## config.mk

```make
export PLATFORM = sky130hd
export DESIGN_NAME = axis_rgb_unpacker
export DESIGN_NICKNAME = d
export VERILOG_FILES = /design/src/rtl/axis_rgb_unpacker_pkg.sv /design/src/rtl/axis_rgb_unpacker_reg_slice.sv /design/src/rtl/axis_rgb_unpacker.sv
export SDC_FILE = /design/constraint.sdc
export NUM_CORES = 1
export LEC_CHECK = 0
export ABC_AREA = 1
export BUFFER_PORTS_ARGS = -buffer_cell sky130_fd_sc_hd__buf_2
export CORE_MARGIN = 1
export CORE_UTILIZATION = 45
export CTS_BUF_LIST = sky130_fd_sc_hd__clkbuf_4
export CTS_CLUSTER_DIAMETER = 40
export DETAILED_ROUTE_END_ITERATION = 10
export GPL_ROUTABILITY_DRIVEN = 1
export PLACE_DENSITY = 0.67
export SYNTH_ARGS = -nofsm -noshare
export SYNTH_HDL_FRONTEND = slang
export SYNTH_HIERARCHICAL = 1
export SYNTH_SLANG_ARGS = --single-unit
```

## constraint.sdc

```tcl
create_clock -name clk -period 1.55 [get_ports clk]
set_input_delay 0.0775 -clock clk [delete_from_list [all_inputs] [get_ports clk]]
set_output_delay 0.0775 -clock clk [all_outputs]
set_load 0.005 [all_outputs]
```

## src/rtl/axis_rgb_unpacker_pkg.sv

```systemverilog
// axis_rgb_unpacker_pkg: pixel byte lanes, gearbox phase encoding, default frame geometry and a pixel packing helper
package axis_rgb_unpacker_pkg;
  localparam int R_LSB = 0;
  localparam int G_LSB = 8;
  localparam int B_LSB = 16;
  localparam int H_ACTIVE_DEF = 640;
  localparam int V_ACTIVE_DEF = 480;
  typedef enum logic [1:0] {P0, P1, P2, P3} phase_t;
  function automatic logic [31:0] pack_px(input logic [7:0] r, input logic [7:0] g, input logic [7:0] b);
    pack_px = '0;
    pack_px[R_LSB+:8] = r;
    pack_px[G_LSB+:8] = g;
    pack_px[B_LSB+:8] = b;
  endfunction
endpackage

```

## src/rtl/axis_rgb_unpacker_reg_slice.sv

```systemverilog
// axis_reg_slice: single-stage valid/ready output register (clk, rst_n, s_data/s_valid/s_ready in, m_data/m_valid/m_ready out)
module axis_reg_slice #(
  parameter int DATA_W = 32
) (
  input  logic              clk,
  input  logic              rst_n,
  input  logic [DATA_W-1:0] s_data,
  input  logic              s_valid,
  output logic              s_ready,
  output logic [DATA_W-1:0] m_data,
  output logic              m_valid,
  input  logic              m_ready
);
  assign s_ready = !m_valid | m_ready;
  always_ff @(posedge clk) begin
    if (!rst_n) begin
      m_valid <= 1'b0;
      m_data  <= '0;
    end else if (s_ready) begin
      m_valid <= s_valid;
      if (s_valid) m_data <= s_data;
    end
  end
endmodule

```

## src/rtl/axis_rgb_unpacker.sv

```systemverilog
// axis_rgb_unpacker: 24bpp packed AXIS (s_t*) to 1 pixel/beat AXIS (m_t*, m_tuser=SOF, m_tlast=EOF) with frame_err on DMA framing mismatch
module axis_rgb_unpacker
  import axis_rgb_unpacker_pkg::*;
#(
  parameter int H_ACTIVE = H_ACTIVE_DEF,
  parameter int V_ACTIVE = V_ACTIVE_DEF
) (
  input  logic        clk,
  input  logic        rst_n,
  input  logic [31:0] s_tdata,
  input  logic        s_tvalid,
  output logic        s_tready,
  input  logic        s_tlast,
  output logic [31:0] m_tdata,
  output logic        m_tvalid,
  input  logic        m_tready,
  output logic        m_tlast,
  output logic        m_tuser,
  output logic        frame_err
);
  localparam int PIX_N = H_ACTIVE * V_ACTIVE;
  localparam int WRD_N = PIX_N / 4 * 3;
  localparam int PW = $clog2(PIX_N);
  localparam int WW = $clog2(WRD_N);
  localparam logic [PW-1:0] PIX_LAST = PW'(PIX_N - 1);
  localparam logic [WW-1:0] WRD_LAST = WW'(WRD_N - 1);
  phase_t phase;
  logic [23:0] lo;
  logic [23:0] lo_nxt;
  logic [PW-1:0] pix_cnt;
  logic [WW-1:0] wrd_cnt;
  logic [31:0] pix;
  logic adv, acc, emit, word_last, early, miss, px_last, px_user;
  assign s_tready = rst_n & (phase != P3) & adv;
  assign acc = s_tvalid & s_tready;
  assign emit = acc | (adv & (phase == P3));
  assign word_last = wrd_cnt == WRD_LAST;
  assign early = s_tlast & !word_last;
  assign miss = !s_tlast & word_last;
  assign px_last = (pix_cnt == PIX_LAST) | (acc & early);
  assign px_user = pix_cnt == '0;
  always_comb begin
    pix = phase == P0 ? pack_px(s_tdata[7:0], s_tdata[15:8], s_tdata[23:16]) :
          phase == P1 ? pack_px(lo[7:0], s_tdata[7:0], s_tdata[15:8]) :
          phase == P2 ? pack_px(lo[7:0], lo[15:8], s_tdata[7:0]) :
                        pack_px(lo[7:0], lo[15:8], lo[23:16]);
    lo_nxt = phase == P0 ? {16'h0, s_tdata[31:24]} :
             phase == P1 ? {8'h0, s_tdata[31:16]} :
                           s_tdata[31:8];
  end
  always_ff @(posedge clk) begin
    if (!rst_n) begin
      phase     <= P0;
      lo        <= '0;
      pix_cnt   <= '0;
      wrd_cnt   <= '0;
      frame_err <= 1'b0;
    end else begin
      frame_err <= acc & (early | miss);
      if (acc & early) begin
        phase   <= P0;
        lo      <= '0;
        pix_cnt <= '0;
        wrd_cnt <= '0;
      end else if (emit) begin
        phase   <= phase_t'(phase + 2'd1);
        pix_cnt <= pix_cnt == PIX_LAST ? '0 : pix_cnt + 1'b1;
        if (acc) begin
          wrd_cnt <= word_last ? '0 : wrd_cnt + 1'b1;
          lo      <= lo_nxt;
        end
      end
    end
  end
  axis_reg_slice #(.DATA_W(34)) u_out (
    .clk     (clk),
    .rst_n   (rst_n),
    .s_data  ({px_user, px_last, pix}),
    .s_valid (emit),
    .s_ready (adv),
    .m_data  ({m_tuser, m_tlast, m_tdata}),
    .m_valid (m_tvalid),
    .m_ready (m_tready)
  );
endmodule
```

Word level (Yosys, flattened, before mapping)
Index checks and enable logic that the tools add are counted.
Storage, ports and cells
  output and inout port bits: 37
  register bits after elaboration: 99
  bits of input ports: 37
Operators by class
  eq/ne operators: 6
  $add $sub $neg: 3
  muxes and demuxes: 7
  reduce and logical (&&, ||, !) cells: 8
  bitwise operators: 13
Operators by type and width (count)
  24-bit two-way mux: 5
  19-bit by 1-bit adder with 19-bit output (second input constant): 1
  19-bit == test (second input constant): 1
  19-bit zero test: 1
  19-bit two-way mux: 1
  18-bit by 1-bit adder with 18-bit output (second input constant): 1
  18-bit == test (second input constant): 1
  18-bit two-way mux: 1
  1-bit bitwise AND: 8
  2-bit == test (second input constant): 2
  1-bit bitwise OR: 4
  2-bit AND reduction: 2
  1-bit zero test: 3
  2-bit by 1-bit adder with 2-bit output (second input constant): 1
  2-bit by 1-bit == test with 1-bit output (second input constant): 1
  2-bit zero test: 1
  2-bit != test (second input constant): 1
  2-bit OR reduction: 1
  1-bit NOT: 1

Longest topological paths before layout
Gate-level depths: netlist (run 1).
  depth after elaboration: 6
  depth in mapped cells: 11
  depth with buffers taken out: 11

Cells and area by module
The synthesis (run 1) kept the hierarchy.
By module, submodules not included
  axis_rgb_unpacker: area each 3786.1 um^2, instances 1, cells an instance 579, sequential area each 1281.2 um^2
  axis_reg_slice: area each 1649.1 um^2, instances 1, cells an instance 228, sequential area each 700.7 um^2

Worst setup path before layout (run 1)
No wires, ideal clock.
  kind: register to register
  start: register u_out.m_valid
  end: register u_out.m_data[20]
  cell stages (with the launch flop): 11
  library setup time: 113 ps
  arrival: 1621 ps
  data required time: 1437 ps
  buffers on the path: 5
  setup slack: -185 ps
  cell sequence: dfxtp_1 nand2_2 buf_6 nand4_4 nand2_4 buf_2 buf_6 buf_6 buf_12 a21oi_2 nor2_1
Between the ends
  word-level cells in the longest chain between the ends: 6
  elaborated cells on any way between the ends: 7
  those cells by class: bitwise: 5; reduce/logical: 2
RTL lines
  from (decl): RTL line axis_rgb_unpacker_reg_slice.sv:11  | output logic m_valid,
  from (signal assigned): RTL line axis_rgb_unpacker_reg_slice.sv:20  | m_valid <= s_valid;
  1-bit zero test (*): RTL line axis_rgb_unpacker_reg_slice.sv:14  | assign s_ready = !m_valid | m_ready;
  1-bit bitwise OR (*): RTL line axis_rgb_unpacker_reg_slice.sv:14
  named net adv: RTL line axis_rgb_unpacker.sv:33  | logic adv, acc, emit, word_last, early, miss, px_last, px_user;
  1-bit bitwise AND: RTL line axis_rgb_unpacker.sv:34  | assign s_tready = rst_n & (phase != P3) & adv;
  1-bit bitwise AND: RTL line axis_rgb_unpacker.sv:35  | assign acc = s_tvalid & s_tready;
  1-bit bitwise OR (*): RTL line axis_rgb_unpacker.sv:36  | assign emit = acc | (adv & (phase == P3));
  named net emit: RTL line axis_rgb_unpacker.sv:33
  2-bit AND reduction (no source line) (*)
  to (signal assigned): RTL line axis_rgb_unpacker_reg_slice.sv:21  | if (s_valid) m_data <= s_data;
  to (decl): RTL line axis_rgb_unpacker_reg_slice.sv:10  | output logic [DATA_W-1:0] m_data,
The timed path passes the listed nets; every way through them passes the cells marked *.
A chain may end at the register's enable or synchronous reset.

Worst setup path after layout (run 1)
  start: register phase[1]
  end: register u_out.m_data[19]
Between the ends
  elaborated cells on any way between the ends: 14
  those cells by class: eq/ne: 4; mux: 3; bitwise: 5; reduce/logical: 2
RTL lines
  from (decl): RTL line axis_rgb_unpacker.sv:27  | phase_t phase;
  from (signal assigned): RTL line axis_rgb_unpacker.sv:66  | phase <= phase_t'(phase + 2'd1);
  2-bit == test: RTL line axis_rgb_unpacker.sv:45  | phase == P2 ? pack_px(lo[7:0], lo[15:8], s_tdata[7:0]) :
  24-bit two-way mux: RTL line axis_rgb_unpacker.sv:45
  24-bit two-way mux: RTL line axis_rgb_unpacker.sv:44  | phase == P1 ? pack_px(lo[7:0], s_tdata[7:0], s_tdata[15:8]) :
  24-bit two-way mux (*): RTL line axis_rgb_unpacker.sv:43  | pix = phase == P0 ? pack_px(s_tdata[7:0], s_tdata[15:8], s_tdata[23:16]) :
  named net pix[19]: RTL line axis_rgb_unpacker.sv:32  | logic [31:0] pix;
Marked as above.

==> results of run 1 <==
## registers in the layout, summed over array words and instances (netlist names)
signal and flops:
pix_cnt 19, wrd_cnt 18, u_out/m_data 34, frame_err 1
phase 2, lo 24, u_out/m_valid 1
## stage by stage
step | total power, mW | area [um^2] | setup WS, ns
after floorplan | 3.46 | 5520 | -0.0381
after global placement | 3.86 | 6400 | -0.148
after detailed placement | 3.87 | 6400 | -0.199
after CTS | 5.42 | 6950 | -0.0676
after global routing | 5.91 | 7450 | -0.190
final | 5.62 | 7450 | -0.148
## final cells by class
type                    count  area [um^2]
fillers                  1036         4170
multi-input cells         564         3190
flip-flops and latches     99         2000
repair buffers            183         1520
inverters                 109          425
well taps                 143          179
clock inverters             7         72.6
clock buffers               9         67.6
## placed cells by master (no fill, tap or decap), types with 9 or more instances in the layout
cell           count
clkbuf_4           9
dlygate4sd3_1     18
a21oi_1           51
buf_2             73
nor2_1            92
o21ai_1           15
nand2_1          188
inv_1             97
xor2_1            12
dfxtp_1           91
buf_4             67
buf_12             9
nand3_1           63
a21oi_2           18
o21ai_0           16
nand4_1           16
## critical path, stage by stage, from the launching register on
cell	delay, ns
dfxtp_4	0.40
inv_2	0.07
ha_4	0.17
nor2_4	0.18
clkinvlp_4	0.15
buf_8	0.17
o221ai_2	0.22
inv_1	0.06
nand3_1	0.08
nand2_1	0.05
nor2_1	0.10
## power groups by stage
stage	Combinational, mW	Clock, mW	Sequential, mW
2_1_floorplan	0.676	0	2.79
3_3_place_gp	1.08	0	2.78
3_5_place_dp	1.09	0	2.78
4_1_cts	1.20	1.49	2.73
5_1_grt	1.58	1.59	2.75
6_report	1.45	1.44	2.73
## kinds of logic (layout without fill, tap and decap cells)
group,after synthesis,after routing,share of synthesized area [%]
AOI/OAI and AO/OA,134,134,14.7
buffers and inverters,151,308,12.8
muxes,1,1,0.184
DFF,99,99,36.5
adders and majority gates,8,8,1.84
xor gates and xnor gates,14,14,2.26
and+or+nand+nor,399,399,31.7
other,1,8,0.0690
## cell usage after synthesis (all sizes together) (10+ instances only)
master,instances
nand2,195
inv,108
nor2,102
dfxtp,99
nand3,72
a21oi,69
o21ai,39
buf,35
nand4,17
xor2,12
nor3,10
## timing repair
item                                   CTS  global route
setup buffers                            3            12
setup endpoints to repair               84            83
gates resized for setup                 43            81
pin swaps                               20            24
endpoints found under the hold margin   24             0
hold buffers                            18             0
gates cloned                             1             5
## worst max path at each step
stage	endpoint	cells past startpoint
after CTS	pix_cnt[15]	11
after global routing	u_out/m_data[19]	10
after global placement	wrd_cnt[3]	10
after detailed placement	wrd_cnt[9]	10
final	u_out/m_data[19]	10
after floorplan	u_out/m_data[20]	10
## layer usage
metal / share of wire, % / vias up / global-route usage, % / routed length (um)
met3: 4.7 / 24 / 5.44 / 720
met4: 2.2 / 0 / 6.13 / 335
li1: - / 2919 / - / -
met2: 48 / 138 / 39.5 / 7280
met1: 45 / 2599 / 30.0 / 6900
met5: 0 / - / 0 / 0
==> impl_metrics.toml, run 1 <==
[yosys]
synth-async-reset-ratio_pct = 0
syn_inst = 807
synth.lib_cells_used.distinct = 38
synth_ff_type = "dfxtp_1"
synth-seq-cells = 99
ys_top_cells_by_area = "dfxtp_1 (36%), nand2_1 (13%), inv_1 (7.3%)"
synth_top_cell_by_area = "dfxtp_1"
syn-cell-area_um2 = 5440
yosysTopAreaCellShare_pct = 36.5
yosys_warnings = 6
synthesis.area_per_instance_um2 = 6.74
sequential_to_total_area_share_from_yosys_stat_pct = 36.5
count_of_flip_flops_with_a_built_in_enable_after_synthesis = 0

[timing]
rsz0062_at_grt = "true"
period_minus_slack_ns = 1.70
post-route-worst-setup-slack_ns = -0.148
finalHoldViolations = 0
final-setup-viol-count = 69
clock.fmax_ghz = 0.589
timing.final.max_slew_violations = 0
totalNegativeSetupSlack_ns = -2.52
layout_worst_path_cycle_share_pct = 110
worst_clock_skew_ns = 0.0273
final.hold.worst_slack_ns = 0.0375

[finish]
insertedDiodeCount = 0
syn_to_final_growth_pct = 37.0
utilization_pct = 64.1
final_nets = 1011
final_cell_count_no_fill = 1114
drive_above_1_share_pct = 28.4

[cts]
cts_buffers = 9
worst_setup_hold_path_clk_slew_ns = 0.16
cts-root-to-sink-buffers = 2
clock-sinks = 99
cts_tree = "built"
clock_tree.root_cell = "clkbuf_4"
h_tree_lvls = 3
clock_latency_ns = 0.49

[drt]
final_antenna_net_count = 0
detailedRoute.firstIterationViolations = 360
dr.pass1.iters = 8
post-route-drc-count = 9
vias = 5680
finalWirelength_um = 15200
number_of_vias_per_cell_after_detailed_routing = 5.10
wl_per_cell_um = 13.7

[floorplanning]
die-width_um = 112
initial_core_util_pct = 46.8
dieArea_um2 = 12500
die_y_um = 112
ios = 74
core_region_area_um2 = 11600
placement_rows = 39

[pwr]
cell_internal_pwr_mw = 3.83
p_per_area_nw_per_um2 = 755
power.share.sequential_pct = 48.6
ir_drop_mv = 0.676
p_leak_nw = 3.18
total_net_switching_power_mw = 1.79
net_sw_share_pct = 31.9
share_clk_of_total_power_pct = 25.6
share_comb_of_total_power_pct = 25.7

[setup_path]
worst_r2r_endpoint = "u_out/m_data[19]"
critPathMaxFanout = 6
startpoint_type = "register"
worstRegToRegCells = 10
crit_type = "reg -> reg"
timing.critical_path.from = "phase[1]"
r2r_start = "phase[1]"
critical_path.endpoint_type = "register"
r2r_setup_slack_ns = -0.15
timing.critical_path.arrival_ns = 2.13
data_required_time_at_the_worst_endpoint_ns = 1.99

[global_route]
pin_count_of_the_biggest_net_entering_global_routing = 40
initial_antenna_violation_count = 0
grt_pass1_wl_um = 23500
globalRouteTotalUtil_pct = 23.4
grt-ovfl-total = 0
grt_pass1_vias = 5037

[status]
run_status = "finished, violations left"
violations_in_the_final_reports = "design-rule violations, negative setup slack"

[hold_path]
whs_path_depth = 5
worstHoldEndpoint = "lo[6]"
min_path_type = "in -> reg"
hold_path_startpoint = "s_tdata[14]"

[flow_run]
max_cap_viol_count = 0

[placement]
place_congestion = 0.862
numPortBuffers = 73
post-dp-hpwl_um = 9550
placed_cells = 1059
Power figures use the tool's default switching activity.
==> inputs of run 2 (changes only) <==
Settings changed: RECOVER_POWER from default to 25.
==> run 2 against run 1 <==
Effect of this change: the flow still finishes with violations (design-rule violations, negative setup slack); first-iteration DRC count is 6.4% lower; non-clock buffer count unchanged; worst hold slack improved by 0.0016 ns; fmax increased by 0.10%; via count rose by 0.28%; sequential cell count unchanged; clock skew fell by 0.0027 ns; sequential share of layout area about the same; largest cell class unchanged.
==> impl_metrics.toml, run 2 (synthesis gave the netlist of run 1 again) <==
[status]
run_status = "finished, violations left"
violations_in_the_final_reports = "design-rule violations, negative setup slack"

[setup_path]
critical_path.endpoint_type = "register"
startpoint_type = "register"
data_required_time_at_the_worst_endpoint_ns = 1.98
cp.depth = 10
critical-path-slowest-cell = "dfxtp_4"
crit_chain = "inv_2 -> ha_4 -> nor2_4 -> clkinvlp_4 -> buf_8 -> o221ai_2 -> inv_1 -> nand3_1 -> nand2_1 -> nor2_1"
r2r_setup_slack_ns = -0.15
critPathMaxFanout = 6
cp.buffers_inverters = 4
crit_type = "reg -> reg"
timing.critical_path.arrival_ns = 2.13
worstRegToRegCells = 10
slowest_delay_ns = 0.40
timing.critical_path.max_delay_family = "buffers and inverters"

[pwr]
cell_internal_pwr_mw = 3.83
p_leak_nw = 3.16
share_clk_of_total_power_pct = 25.5
power.total_mw = 5.61
total_net_switching_power_mw = 1.78
power.share.sequential_pct = 48.7
p_per_area_nw_per_um2 = 754
net_sw_share_pct = 31.8
ir_drop_mv = 0.672
share_comb_of_total_power_pct = 25.7

[finish]
fill_cells = 1044
insertedDiodeCount = 0
utilization_pct = 64.0
layout.cells.most_common = "nand2_1"
flip_flop_count_of_the_largest_register_all_copies_and_words_added = 34
drive_above_1_share_pct = 27.6
mostFrequentLayoutCells = "nand2_1 (188), inv_1 (97), nor2_1 (92), dfxtp_1 (92), buf_4 (67)"
syn_to_final_growth_pct = 36.8
final_nets = 1011
layout_top_registers = "u_out/m_data x34, lo x24, pix_cnt x19"
top_reg_by_flops = "u_out/m_data"

[cts]
worst_setup_hold_path_clk_slew_ns = 0.16
clock_tree.root_cell = "clkbuf_4"
cts_buffers = 9
clock-sinks = 99
cts_tree = "built"
cts-root-to-sink-buffers = 2
h_tree_lvls = 3
clock_latency_ns = 0.48

[global_route]
globalRouteTotalUtil_pct = 23.4
grt_pass1_wl_um = 23500
grt-ovfl-total = 0
grt_pass1_vias = 5037
pin_count_of_the_biggest_net_entering_global_routing = 40
initial_antenna_violation_count = 0

[drt]
detailedRoute.firstIterationViolations = 337
final_antenna_net_count = 0
wl_per_cell_um = 13.7
finalWirelength_um = 15200
vias = 5696
post-route-drc-count = 9
number_of_vias_per_cell_after_detailed_routing = 5.11
dr.pass1.iters = 8

[timing]
final.hold.worst_slack_ns = 0.0391
worst_clock_skew_ns = 0.0246
timing.final.max_slew_violations = 0
clock.fmax_ghz = 0.590
post-route-worst-setup-slack_ns = -0.146
rsz0062_at_grt = "true"
layout_worst_path_cycle_share_pct = 109
finalHoldViolations = 0
final-setup-viol-count = 70
period_minus_slack_ns = 1.70
totalNegativeSetupSlack_ns = -2.43

[flow_run]
max_cap_viol_count = 0

[placement]
place_congestion = 0.862
post-dp-hpwl_um = 9550
pre_cts_ws_ns = -0.199
numPortBuffers = 73

[floorplanning]
ios = 74
dieArea_um2 = 12500
core_region_area_um2 = 11600
die_y_um = 112
initial_core_util_pct = 46.8
placement_rows = 39
die-width_um = 112

[hold_path]
min_path_type = "in -> reg"
whs_path_depth = 5
-- run 2: cell count changes in the layout (fill, tap and decap cells not counted), sizes merged --
cell    delta
buf        -7
clkbuf     +7
-- run 2: per-stage QoR --
stage / instances / instance area, um^2
global placement: 1059 / 6400
CTS: 1097 / 6950
global route: 1114 / 7440
finish: 1114 / 7440
floorplan: 814 / 5520
detailed placement: 1059 / 6400
-- run 2: final cells by class --
class	instances	area [um^2]	area share, %
Clock buffer	9	67.6	0.909
Clock inverter	7	72.6	0.976
Inverter	109	425	5.72
Multi-Input combinational cell	564	3190	42.8
Sequential cell	99	2000	26.8
Tap cell	143	179	2.41
Timing Repair Buffer	183	1510	20.3
-- run 2: final timing paths --
path	startpoint	end
setup / recovery	phase[1]	u_out/m_data[19]
hold / removal	s_tdata[14]	lo[6]
setup reg to reg	phase[1]	u_out/m_data[19]
hold reg to reg	lo[16]	lo[16]
-- run 2: timing repair --
item,4_1_cts,5_1_grt
pin swaps,20,24
gates cloned,1,5
setup buffers,3,12
endpoints found under the setup margin,84,83
gates resized for setup,43,81
hold buffers,18,0
hold endpoints to repair,24,0
-- run 2: worst reg2reg max path, delay by kind of cell, from the launching register on --
kind	cells	cell delay, ns
buffers and inverters	4	0.45
and+or+nand+nor	4	0.41
DFF	1	0.40
adders and majority gates	1	0.17
AOI/OAI and AO/OA	1	0.23
-- run 2: metal layers --
metal	global-route usage, %	share of wire, %	vias up
met4	6.13	2.1	0
li1	-	-	2918
met1	30.0	45	2605
met5	0	0	-
met3	5.44	5.1	24
met2	39.5	48	149
-- run 2: power by group through the flow --
stage | Sequential (mW) | Combinational, mW | Clock, mW
6_report | 2.73 | 1.44 | 1.43
5_1_grt | 2.75 | 1.57 | 1.59
4_1_cts | 2.73 | 1.20 | 1.49
3_5_place_dp | 2.78 | 1.09 | 0
3_3_place_gp | 2.78 | 1.08 | 0
2_1_floorplan | 2.79 | 0.676 | 0
==> inputs of run 3 (changes only) <==
Settings changed: SETUP_SLACK_MARGIN from default to 0.4.
==> run 3 against run 2 <==
Effect of this change: setup slack got worse by 0.011 ns; core utilization increased by 7.2 points; the run still ends with design-rule violations, negative setup slack left; sequential cell count unchanged; fmax decreased by 0.62%; non-clock buffer count increased by 31; cell count increased by 3.1%; sequential power about the same; global-route usage increased by 3.1 points; largest power group unchanged; critical endpoint is now lo[0]; design area increased by 11%; clock power decreased by 8%; highest routed layer unchanged.
==> impl_metrics.toml, run 3 (synthesis gave the netlist of run 1 again) <==
[placement]
post-dp-hpwl_um = 9800
place_congestion = 0.899
numPortBuffers = 73
placed_cell_area_um2 = 6430

[setup_path]
data_required_time_at_the_worst_endpoint_ns = 1.99
crit_type = "reg -> reg"
timing.critical_path.arrival_ns = 2.14
timing.critical_path.max_delay_family = "buffers and inverters"
r2r_setup_slack_ns = -0.16
slowest_delay_ns = 0.33
critPathMaxFanout = 12
cp.buffers_inverters = 4
startpoint_type = "register"
crit_chain = "inv_1 -> nand4_1 -> nor2_2 -> nand3_2 -> ha_4 -> inv_4 -> o21ai_4 -> buf_6 -> clkbuf_16 -> a21oi_1"
critical_path.endpoint_type = "register"
critical-path-slowest-cell = "dfxtp_1"

[floorplanning]
ios = 74
placement_rows = 39
core_region_area_um2 = 11600
die_y_um = 112
dieArea_um2 = 12500
initial_core_util_pct = 46.8
die-width_um = 112

[pwr]
ir_drop_mv = 0.660
power.share.sequential_pct = 47.0
share_clk_of_total_power_pct = 22.6
net_sw_share_pct = 33.2
p_per_area_nw_per_um2 = 704
p_leak_nw = 3.57
share_comb_of_total_power_pct = 30.4
total_net_switching_power_mw = 1.93
cell_internal_pwr_mw = 3.89

[global_route]
grt_pass1_vias = 5667
pin_count_of_the_biggest_net_entering_global_routing = 37
initial_antenna_violation_count = 0
globalRouteTotalUtil_pct = 26.5
grt_pass1_wl_um = 26400
grt-ovfl-total = 0

[cts]
cts_buffers = 9
h_tree_lvls = 3
clock-sinks = 99
cts-root-to-sink-buffers = 2
cts_tree = "built"
worst_setup_hold_path_clk_slew_ns = 0.16
clock_latency_ns = 0.50
clock_tree.root_cell = "clkbuf_4"

[timing]
final-setup-viol-count = 93
timing.final.max_slew_violations = 0
worst_clock_skew_ns = 0.0286
rsz0062_at_grt = "true"
finalHoldViolations = 0
clock.fmax_ghz = 0.586
layout_worst_path_cycle_share_pct = 110
final.hold.worst_slack_ns = 0.00904
post-route-worst-setup-slack_ns = -0.156
period_minus_slack_ns = 1.71

[finish]
final_nets = 1045
layout_cell_area_excl_fill_um2 = 8280
insertedDiodeCount = 0
syn_to_final_growth_pct = 52.3
mostFrequentLayoutCells = "nand2_1 (170), inv_1 (97), dfxtp_1 (93)"
flip_flop_count_of_the_largest_register_all_copies_and_words_added = 34
layout_top_registers = "u_out/m_data x34, lo x24, pix_cnt x19"
top_reg_by_flops = "u_out/m_data"
drive_above_1_share_pct = 35.3
layout.cells.most_common = "nand2_1"

[status]
run_status = "finished, violations left"
violations_in_the_final_reports = "design-rule violations, negative setup slack"

[drt]
dr.pass1.iters = 8
wl_per_cell_um = 15.6
final_antenna_net_count = 0
detailedRoute.firstIterationViolations = 566
vias = 6171
finalWirelength_um = 17900
post-route-drc-count = 6
number_of_vias_per_cell_after_detailed_routing = 5.38

[flow_run]
max_cap_viol_count = 0

[hold_path]
min_path_type = "in -> reg"
==> run 3: what timing repair did <==
action / 4_1_cts / 5_1_grt
setup endpoints to repair: 100 / 101
buffers inserted: 20 / 8
pin swaps: 33 / 54
gates cloned: 11 / 8
hold buffers: 24 / 0
gates resized for setup: 99 / 116
hold endpoints to repair: 25 / 0
==> run 3: power groups by stage <==
stage	clock network [mW]	registers, mW	logic (mW)
after CTS	1.34	2.73	1.42
after global routing	1.44	2.75	1.90
after detailed placement	0	2.78	1.07
final	1.32	2.74	1.77
after global placement	0	2.78	1.06
after floorplan	0	2.79	0.697
==> run 3: path summary, 6_finish.rpt <==
check | from | cells after the start | end
max reg2reg | wrd_cnt[10] | 10 | lo[0]
max | wrd_cnt[10] | 10 | lo[0]
min reg2reg | lo[18] | 2 | lo[18]
min | s_tdata[12] | 5 | lo[4]
==> run 3: metal layers <==
layer | wire, um | vias to the layer above | GRT usage, % | share of wire [%]
li1 | - | 2999 | - | -
met1 | 7520 | 2907 | 31.7 | 42
met2 | 8990 | 213 | 47.2 | 50
met3 | 880 | 52 | 5.50 | 4.9
met4 | 511 | 0 | 8.56 | 2.9
met5 | 0 | - | 0 | 0
==> run 3: final cells by class <==
| cell class | count | area, um^2 |
|---|---|---|
| Timing Repair Buffer | 214 | 2040 |
| Multi-Input combinational cell | 567 | 3510 |
| Clock inverter | 5 | 35.0 |
| Clock buffer | 11 | 82.6 |
| Tap cell | 143 | 179 |
| Fill cell | 898 | 3340 |
| Inverter | 109 | 438 |
| Sequential cell | 99 | 1990 |
==> run 3: stage by stage <==
stage | utilization, % | TNS [ns] | setup WS, ns | instances | power [mW]
floorplan | - | -0.428 | -0.0381 | 814 | 3.48
global placement | 55.4 | -1.52 | -0.0737 | 1061 | 3.84
detailed placement | 55.4 | -3.79 | -0.0923 | 1061 | 3.86
CTS | 65.2 | -1.73 | -0.0637 | 1132 | 5.49
global route | 71.3 | -14.44 | -0.217 | 1148 | 6.08
finish | 71.3 | -8.01 | -0.156 | 1148 | 5.83
==> run 3: worst min-delay path: stages <==
cell and delay, ns:
buf_2 0.12, inv_1 0.08, nand2_1 0.06, o2111ai_1 0.09
a21oi_1 0.06
